--- config.mk ---
export PLATFORM = sky130hd
export DESIGN_NAME = switch_out_buffer
export DESIGN_NICKNAME = d
export VERILOG_FILES = /design/src/rtl/switch_out_buffer.sv
export SDC_FILE = /design/constraint.sdc
export NUM_CORES = 1
export LEC_CHECK = 0
export CAP_MARGIN = 20
export CORE_MARGIN = 4
export CORE_UTILIZATION = 53
export DETAILED_ROUTE_END_ITERATION = 12
export PLACE_DENSITY = 0.79
export REMOVE_ABC_BUFFERS = 1
export SYNTH_ARGS = -nofsm -noshare
export SYNTH_HDL_FRONTEND = slang
export SYNTH_SLANG_ARGS = --single-unit
--- constraint.sdc ---
create_clock -name clk -period 4.65 [get_ports clk]
set_clock_uncertainty 0.05 [all_clocks]
set_input_delay 0.465 -clock clk [delete_from_list [all_inputs] [get_ports clk]]
set_output_delay 0.465 -clock clk [all_outputs]
set_load 0.02 [all_outputs]
--- src/rtl/switch_out_buffer.sv ---
// rtl/switch_out_buffer.sv - credit-based switch output buffer with head bypass
module switch_out_buffer #(
  parameter int DATA_WIDTH = 32,
  parameter int DEPTH      = 2,
  parameter int DN_CREDITS = 2
) (
  input  logic                  clk,
  input  logic                  rst_n,
  input  logic                  conf_en,
  input  logic [DATA_WIDTH-1:0] in_data,
  input  logic                  in_valid,
  output logic                  up_credit,
  output logic [DATA_WIDTH-1:0] out_data,
  output logic                  out_valid,
  input  logic                  dn_credit,
  output logic                  err_overflow,
  output logic                  err_credit
);

  localparam int PW = $clog2(DEPTH);
  localparam int CW = $clog2(DEPTH) + 1;
  localparam int KW = $clog2(DN_CREDITS) + 1;
  localparam logic [CW-1:0] FULL_CNT   = CW'(DEPTH);
  localparam logic [KW-1:0] MAX_CREDIT = KW'(DN_CREDITS);

  logic [DATA_WIDTH-1:0] r_mem [DEPTH];
  logic [PW-1:0]         r_wr_ptr;
  logic [PW-1:0]         r_rd_ptr;
  logic [CW-1:0]         r_count;
  logic [KW-1:0]         r_credit;
  logic                  r_out_valid;
  logic                  r_up_credit;
  logic [DATA_WIDTH-1:0] r_out_data;
  logic                  r_err_overflow;
  logic                  r_err_credit;

  logic                  w_empty;
  logic                  w_full;
  logic                  w_send;
  logic                  w_bypass;
  logic                  w_push;
  logic                  w_pop;
  logic                  w_overflow;
  logic                  w_dn_accept;
  logic                  w_dn_ignored;
  logic [DATA_WIDTH-1:0] w_head;

  assign w_empty  = (r_count == '0);
  assign w_full   = (r_count == FULL_CNT);
  // An arriving word into an empty FIFO is treated as the head so it leaves next cycle.
  assign w_send   = conf_en & (~w_empty | in_valid) & (r_credit != '0);
  assign w_bypass = w_empty & in_valid & w_send;
  assign w_head   = w_empty ? in_data : r_mem[r_rd_ptr];

  assign w_push       = in_valid & (~w_full | w_send) & ~w_bypass;
  assign w_pop        = w_send & ~w_empty;
  assign w_overflow   = in_valid & w_full & ~w_send;
  assign w_dn_ignored = dn_credit & (r_credit == MAX_CREDIT) & ~w_send;
  assign w_dn_accept  = dn_credit & ~w_dn_ignored;

  always_ff @(posedge clk) begin
    if (w_push) r_mem[r_wr_ptr] <= in_data;
  end

  always_ff @(posedge clk or negedge rst_n) begin
    if (!rst_n) begin
      r_wr_ptr       <= '0;
      r_rd_ptr       <= '0;
      r_count        <= '0;
      r_credit       <= MAX_CREDIT;
      r_out_valid    <= 1'b0;
      r_up_credit    <= 1'b0;
      r_out_data     <= '0;
      r_err_overflow <= 1'b0;
      r_err_credit   <= 1'b0;
    end else begin
      if (w_push) r_wr_ptr <= r_wr_ptr + PW'(1);
      if (w_pop)  r_rd_ptr <= r_rd_ptr + PW'(1);
      case ({w_push, w_pop})
        2'b10:   r_count <= r_count + CW'(1);
        2'b01:   r_count <= r_count - CW'(1);
        default: r_count <= r_count;
      endcase
      case ({w_send, w_dn_accept})
        2'b10:   r_credit <= r_credit - KW'(1);
        2'b01:   r_credit <= r_credit + KW'(1);
        default: r_credit <= r_credit;
      endcase
      r_out_valid <= w_send;
      r_up_credit <= w_send;
      if (w_send) r_out_data <= w_head;
      if (w_overflow)   r_err_overflow <= 1'b1;
      if (w_dn_ignored) r_err_credit   <= 1'b1;
    end
  end

  assign out_valid    = r_out_valid;
  assign up_credit    = r_up_credit;
  assign out_data     = r_out_data;
  assign err_overflow = r_err_overflow;
  assign err_credit   = r_err_credit;

endmodule

Yosys cells after proc, flatten, opt, wreduce, memory -nomap -nowiden
Memories as Yosys holds them, arrays and structs flattened.
Index checks and enable logic that the tools add are counted.
Operators by class
  add/sub/neg operators: 6
  equal/unequal tests: 6
  multiplexer cells: 5
  bitwise logic cells: 19
  reductions and logical operators: 4
Operator list (number)
  $mux W32: 1
  $and A1 B1 Y1: 12
  $eq A2 B2 Y1 const B: 4
  $pmux W2 S2: 2
  $reduce_bool A2 Y1: 3
  $not A1 Y1: 5
  $add A2 B1 Y2 const B: 2
  $eq A2 B1 Y1 const B: 2
  $sub A2 B1 Y2 const B: 2
  $add A1 B1 Y1 const B: 2
  $logic_not A2 Y1: 1
  $mux W1: 2
  $or A1 B1 Y1: 2
Word-level totals
  register bits: 41
  bits in writable memories: 64
  input bits: 37
  output and inout port bits: 36
  word-level logic and storage cells: 49
  memories: 1
Memories
  r_mem: words 2, bits a word 32, rd ports 1, clocked after memory_dff 0, write ports 1, line 26  | logic [DATA_WIDTH-1:0] r_mem [DEPTH];

Logic depth before layout (Yosys ltp)
Gate-level depths: netlist of the first run.
  word-level depth: 11
  gate-level depth with buffers: 9
  gate-level depth less buffers: 7

Worst setup path before layout of the first run
No wires, ideal clock.
  path type: register -> register
  start point: reg r_credit[0]
  end point: mem r_mem[1][0] (enable)
  setup time: 0.468 ns
  arrival: 3.314 ns
  data required time: 4.132 ns
  path slack: 0.818 ns
  stages on the path, launching flop included: 4
  path through: dfrtp_1 > o21ai_4 > mux2i_1 > nor3b_1
Between the ends
  longest elaborated chain between the ends: 7
RTL lines
  from (decl): line 30  | logic [KW-1:0] r_credit;
  from (signal assigned): line 85  | 2'b10: r_credit <= r_credit - KW'(1);
  from (signal assigned): line 86  | 2'b01: r_credit <= r_credit + KW'(1);
  from (signal assigned): line 87  | default: r_credit <= r_credit;
  $reduce_bool A2 Y1 (*): line 51  | assign w_send = conf_en & (~w_empty | in_valid) & (r_credit != '0);
  $and A1 B1 Y1 (*): line 51
  $or A1 B1 Y1 or $and A1 B1 Y1 (tied branches): line 55, 52
  $and A1 B1 Y1 or $not A1 Y1 (tied branches): line 55  | assign w_push = in_valid & (~w_full | w_send) & ~w_bypass;
  $and A1 B1 Y1 (*): line 55
  $mux W1 (*): line 62  | if (w_push) r_mem[r_wr_ptr] <= in_data;
  $mux W1 (not written as such) (*): line 62
  to (decl): line 26
Mark *: on every way between the ends. The rest lies on a longest branch, timed or not.

Worst setup path after layout of the first run
  start point: reg r_count[0]
  end point: mem r_mem[0][11] (enable)
Between the ends
  longest elaborated chain between the ends: 10
RTL lines
  from (decl): line 29  | logic [CW-1:0] r_count;
  from (signal assigned): line 80  | 2'b10: r_count <= r_count + CW'(1);
  from (signal assigned): line 81  | 2'b01: r_count <= r_count - CW'(1);
  from (signal assigned): line 82  | default: r_count <= r_count;
  $logic_not A2 Y1: line 48  | assign w_empty = (r_count == '0);
  $not A1 Y1: line 51
  $or A1 B1 Y1: line 51
  $and A1 B1 Y1 (2 in a row): line 51
  $or A1 B1 Y1 or $and A1 B1 Y1 (tied branches): line 55, 52
  $and A1 B1 Y1 or $not A1 Y1 (tied branches): line 55
  $and A1 B1 Y1 (*): line 55
  $mux W1 (*): line 62
  $mux W1 (not written as such) (*): line 62
Marked as above.

==> results.toml, run 1 <==
[status]
status = "finished clean"

[detailed_routing]
routedWlPerCell_um = 17.6
first_pass_iters = 4
via_per_inst = 5.45
ant_nets = 0
dr_total_vias = 2527
drt_iter0_drc = 197
routed_wl_um = 8150
route.detailed.drc = 0

[timing]
fmax_mhz = 378
finalHoldViolCount = 0
slew_headroom_pct = 34.3
period_needed_ns = 2.65
fin_setup_tns_ns = 0
fin_crit_sh_pct = 56.9
setup_viol = 0
rsz0062_at_grt = "no"
drv_slew = 0
tightest_slew_ns = 0.985

[floorplan]
die_h_um = 99.9
start_util_pct = 54.5
num_rows = 33
dieArea_um2 = 9980
die_w_um = 99.9
core_um2 = 8220
ios = 73

[run]
drv_cap = 0

[layout]
fin_cells = 464
diodes = 0
nets = 393
drive_gt1_share_pct = 16.2
area_delta_synth_final_pct = 20.8
fill_cells = 602

[power_and_ir_drop]
swShare_pct = 35.9
clock_power_share_pct = 13.6
comb_power_share_pct = 43.5
seqPwrFrac_pct = 42.9
leakage_nw = 2.06
ir_drop_uv = 415
p_sw_mw = 1.33
powerDensity_nw_per_um2 = 688
p_int_mw = 2.39

[setup_path]
r2r_cells = 4
worstSetupPathType = "flop to flop"
crit_arrival_ns = 2.58
end_kind = "flop"
cp-start-kind = "flop"
slowest_delay_ns = 0.78
path_cells = "buf_4 -> or2_1 -> mux2i_1 -> nor2_4"
critPathRequiredTime_ns = 4.58
crit_slowest_cell = "nor2_4"
crit_fanout = 32

[clock_network]
cts_tree = "yes"
cts.sinks = 105
clk_latency_ns = 0.35
cts-resized-gates = 0
cts_made_buffers = 9
hold_buffers = 0
htreeDepth = 3
clk_pin_slew_worst_paths_ns = 0.10
cts_buffer_depth = 2
postCtsSetupBuffers = 0
root_buffer = "clkbuf_8"

[global_route]
grt_pass1_wl_um = 13600
grt_max_degree = 42
track_usage_pct = 17.7
overflow = 0
grt_pass1_vias = 2687
antenna_found_initial = 0

[place]
io_buffers = 72
placed_cells = 448
place_congestion = 0.687
dp_hpwl_um = 5240

[synthesis]
yosysWarnings = 0
yosysUniqueCellTypes = 33
syn-cell-area_um2 = 4480
yosysSeqAreaShare_pct = 65.9
synth-seq-cells = 105
syn_inst = 287
syn_avg_cell_area_um2 = 15.6

[min_path]
hp-class = "primary input to async pin"
## synthesized netlist by cell type (all sizes together)
master   number  area, µm²
edfxtp       64       1920
dfrtp        40       1000
mux2i        33        330
nor3         33        176
a21oi        32        160
mux2         32        465
buf          13        121
clkbuf        7       26.3
inv           5       18.8
nor2          4       31.3
xnor2         4       35.0
nand2b        3       18.8
xor2          3       26.3
a41o          2       20.0
ha            2       25.0
and2b         1       7.51
dfstp         1       26.3
nand2         1       3.75
nand4         1       6.26
nor3b         1       7.51
o2111ai       1       8.76
o21ai         1       16.3
o31a          1       8.76
or2           1       6.26
or3           1       6.26
## power groups by stage
stage,clock network (mW),registers (mW),logic (mW)
global route,0.558,1.64,1.75
global placement,0,1.63,1.56
floorplan,0,1.79,0.833
detailed placement,0,1.62,1.63
CTS,0.525,1.60,1.63
finish,0.505,1.60,1.62
## layout by cell type (no fill, tap or decap), types with 2 or more instances in the layout
| cell type | count |
|---|---|
| clkinvlp_4 | 3 |
| xnor2_1 | 4 |
| clkbuf_8 | 9 |
| ha_1 | 2 |
| clkdlybuf4s50_1 | 71 |
| clkinv_4 | 4 |
| a21oi_1 | 32 |
| xor2_1 | 3 |
| buf_4 | 3 |
| edfxtp_1 | 64 |
| nor2_1 | 2 |
| dfrtp_1 | 39 |
| inv_1 | 4 |
| mux2_1 | 3 |
| nor3_1 | 32 |
| mux2i_1 | 33 |
| mux2_4 | 28 |
| nand2b_1 | 3 |
| a41o_1 | 2 |
## stage by stage
stage          instance area (µm²)  power (mW)  setup WS, ns  util [%]  hold slack (ns)
5_1_grt                       5410        3.95          1.79      65.8            0.260
3_3_place_gp                  5210        3.19          1.85      63.4            0.414
2_1_floorplan                 4330        2.63        -0.556         -            0.119
4_1_cts                       5410        3.76          2.00      65.8            0.208
6_report                      5410        3.72          2.00      65.8            0.195
3_5_place_dp                  5230        3.24          1.98      63.6            0.407
## area by class of cell
cell class | count | area (µm²) | share of cell area, %
Timing Repair Buffer | 76 | 753 | 13.9
Clock buffer | 9 | 124 | 2.29
Multi-Input combinational cell | 157 | 1370 | 25.4
Clock inverter | 7 | 57.6 | 1.06
Inverter | 5 | 18.8 | 0.347
Sequential cell | 105 | 2950 | 54.6
Tap cell | 105 | 131 | 2.43
## registers in the layout (all words and copies together), names as in the netlist
name	count
r_mem	64
out_data	32
r_count	2
r_credit	2
err_credit	1
err_overflow	1
r_rd_ptr	1
r_wr_ptr	1
up_credit	1
## metal layers
metal	track usage [%]	up-vias	wire [µm]
li1	-	1199	-
met1	25.3	1261	3710
met2	27.2	57	4000
met3	3.82	10	340
met4	5.67	0	105
met5	0	-	0
## final timing paths
path | startpoint | end | slack, ns
max in group asynchronous | rst_n | r_rd_ptr | 3.72
hold reg to reg | err_credit | err_credit | 0.43
hold / removal | rst_n | out_data[14] | 0.19
setup / recovery | r_count[0] | r_mem[0][11] | 2.00
setup reg to reg | r_count[0] | r_mem[0][11] | 2.00
min in group clk | err_credit | err_credit | 0.43
## cell families after synthesis
group	after synthesis	share of synthesized area [%]
flops	105	65.9
fa+ha+maj	2	0.559
buf+inv	25	3.72
simple gates	46	5.90
compound gates	37	4.78
xor+xnor	7	1.37
mux	65	17.8
## worst max-delay path, delay by kind of cell, from the launching register on
kind | cells | cell delay, ns
and+or+nand+nor | 2 | 0.95
DFF | 1 | 0.72
buffers and inverters | 1 | 0.38
muxes | 1 | 0.16
Note: power is estimated with default switching activity, not from simulation.
==> run 2, diff against run 1 <==
Settings changed: CORE_UTILIZATION 53 to 48, PLACE_DENSITY 0.79 to 0.76.
Clock period 4.65 ns to 2.2 ns, I/O delays scaled along.
==> run 2 against run 1 <==
- utilization decreased by 3.7 points
- hold slack gained 0.15 ns
- critical path depth up 2
- first-iteration DRC count shrank 21%
- worst setup slack lost 1.8 ns
- wire length increased by 6.6%
- critical endpoint is now r_count[1]
==> results.toml, run 2 (synthesized netlist as in run 1, its figures left out) <==
[status]
status = "finished clean"

[setup_path]
critical-path-top-delay-family = "flip-flops"
worstSetupPathType = "flop to flop"
end_kind = "flop"
ff2ff_setup_slack_ns = 0.25
r2r_cells = 6
worstReg2RegStart = "r_credit[0]"
crit_cells = 6
cp_num_buf_inv = 0
critPathRequiredTime_ns = 2.43
crit_end = "r_count[1]"
slowest_delay_ns = 0.47
crit_fanout = 6
cp-start-kind = "flop"
crit_arrival_ns = 2.19
path_cells = "o21ai_4 -> mux2i_1 -> nand2b_1 -> ha_1 -> nor2_1 -> xor2_1"
crit_slowest_cell = "dfrtp_1"
rr_endpoint = "r_count[1]"
critPathLaunch = "r_credit[0]"

[layout]
fin_util_pct = 62.1
layout_commonest_cell = "clkdlybuf4s50_1"
largest_reg_flops = 64
layout_common_cells = "clkdlybuf4s50_1, edfxtp_1, dfrtp_1, mux2i_1"
nets = 408
area_delta_synth_final_pct = 23.4
drive_gt1_share_pct = 19.0
diodes = 0
fill_cells = 643
top_register = "r_mem"

[min_path]
hp-class = "primary input to async pin"

[run]
drv_cap = 0

[timing]
rsz0062_at_grt = "no"
fin_setup_tns_ns = 0
fmax_mhz = 512
whs_ns = 0.341
fin_crit_sh_pct = 88.8
setup_viol = 0
tightest_slew_ns = 0.613
slew_headroom_pct = 59.2
period_needed_ns = 1.95
fin_ws_ns = 0.246
drv_slew = 0
finalHoldViolCount = 0

[detailed_routing]
drt_iter0_drc = 155
first_pass_iters = 4
route.detailed.drc = 0
dr_total_vias = 2621
via_per_inst = 5.44
routed_wl_um = 8700
ant_nets = 0
routedWlPerCell_um = 18.0

[power_and_ir_drop]
comb_power_share_pct = 46.9
p_int_mw = 5.16
powerDensity_nw_per_um2 = 1450
swShare_pct = 35.7
clock_power_share_pct = 13.1
seqPwrFrac_pct = 40.0
fin_total_pwr_mw = 8.03
ir_drop_uv = 944
p_sw_mw = 2.87
leakage_nw = 2.13

[clock_network]
postCtsSetupBuffers = 0
clk_pin_slew_worst_paths_ns = 0.10
htreeDepth = 3
root_buffer = "clkbuf_8"
hold_buffers = 1
cts-resized-gates = 0
clk_latency_ns = 0.35
cts_tree = "yes"
cts.sinks = 105
cts_buffer_depth = 2
cts_made_buffers = 9

[floorplan]
start_util_pct = 50.3
num_rows = 34
core_um2 = 8890
ios = 73
dieArea_um2 = 10900
die_h_um = 105
die_w_um = 105

[global_route]
grt_pass1_vias = 2809
grt_max_degree = 27
track_usage_pct = 16.5
overflow = 0
grt_pass1_wl_um = 14500
antenna_found_initial = 0

[place]
place_congestion = 0.763
place_ws_ns = 0.209
dp_hpwl_um = 5820
io_buffers = 72
[run 2: cell types whose count changed in the layout (fill, tap and decap cells not counted), sizes merged]
cell / change
clkbuf: +2
clkinv: -2
dlygate4sd3: +1
clkinvlp: -1
inv: +1
buf: +14
[run 2: layout make-up]
cell class,count,area [µm²],share of cell area [%]
multi-input combinational,157,1370,24.8
inverter,5,18.8,0.340
sequential,105,2950,53.4
timing repair buffer,91,873,15.8
tap,108,135,2.45
clock inverter,5,41.3,0.747
clock buffer,11,131,2.38
[run 2: worst register-to-register path, delay by kind of cell (launching register included)]
kind	cells	cell delay, ns
simple gates	2	0.30
mux	1	0.34
fa+ha+maj	1	0.25
xor+xnor	1	0.15
compound gates	1	0.32
flops	1	0.47
[run 2: worst min-delay path by stage]
stage	startpoint	end	depth (start not counted)
6_report	rst_n	err_credit	2
5_1_grt	rst_n	out_data[24]	2
4_1_cts	rst_n	err_credit	2
3_5_place_dp	rst_n	err_credit	1
3_3_place_gp	rst_n	err_credit	1
2_1_floorplan	rst_n	err_credit	0
[run 2: per-stage QoR]
| stage | cells | instance area, µm² |
|---|---|---|
| floorplan | 267 | 4330 |
| global placement | 465 | 5340 |
| detailed placement | 465 | 5340 |
| CTS | 482 | 5520 |
| global route | 482 | 5520 |
| finish | 482 | 5520 |
[run 2: power by group through the flow]
stage / Clock [mW] / Sequential (mW) / Combinational [mW]
global route: 1.16 / 3.29 / 4.04
global placement: 0 / 3.23 / 3.72
CTS: 1.09 / 3.22 / 3.80
detailed placement: 0 / 3.25 / 3.78
finish: 1.06 / 3.21 / 3.76
floorplan: 0 / 3.79 / 1.76
[run 2: layer usage]
metal	global-route usage [%]	wire, µm	vias up	part of all wire, %
li1	-	-	1231	-
met1	22.1	3980	1292	46
met2	26.8	4130	91	48
met3	4.56	523	7	6.0
met4	3.80	55	0	0.63
met5	0	0	-	0
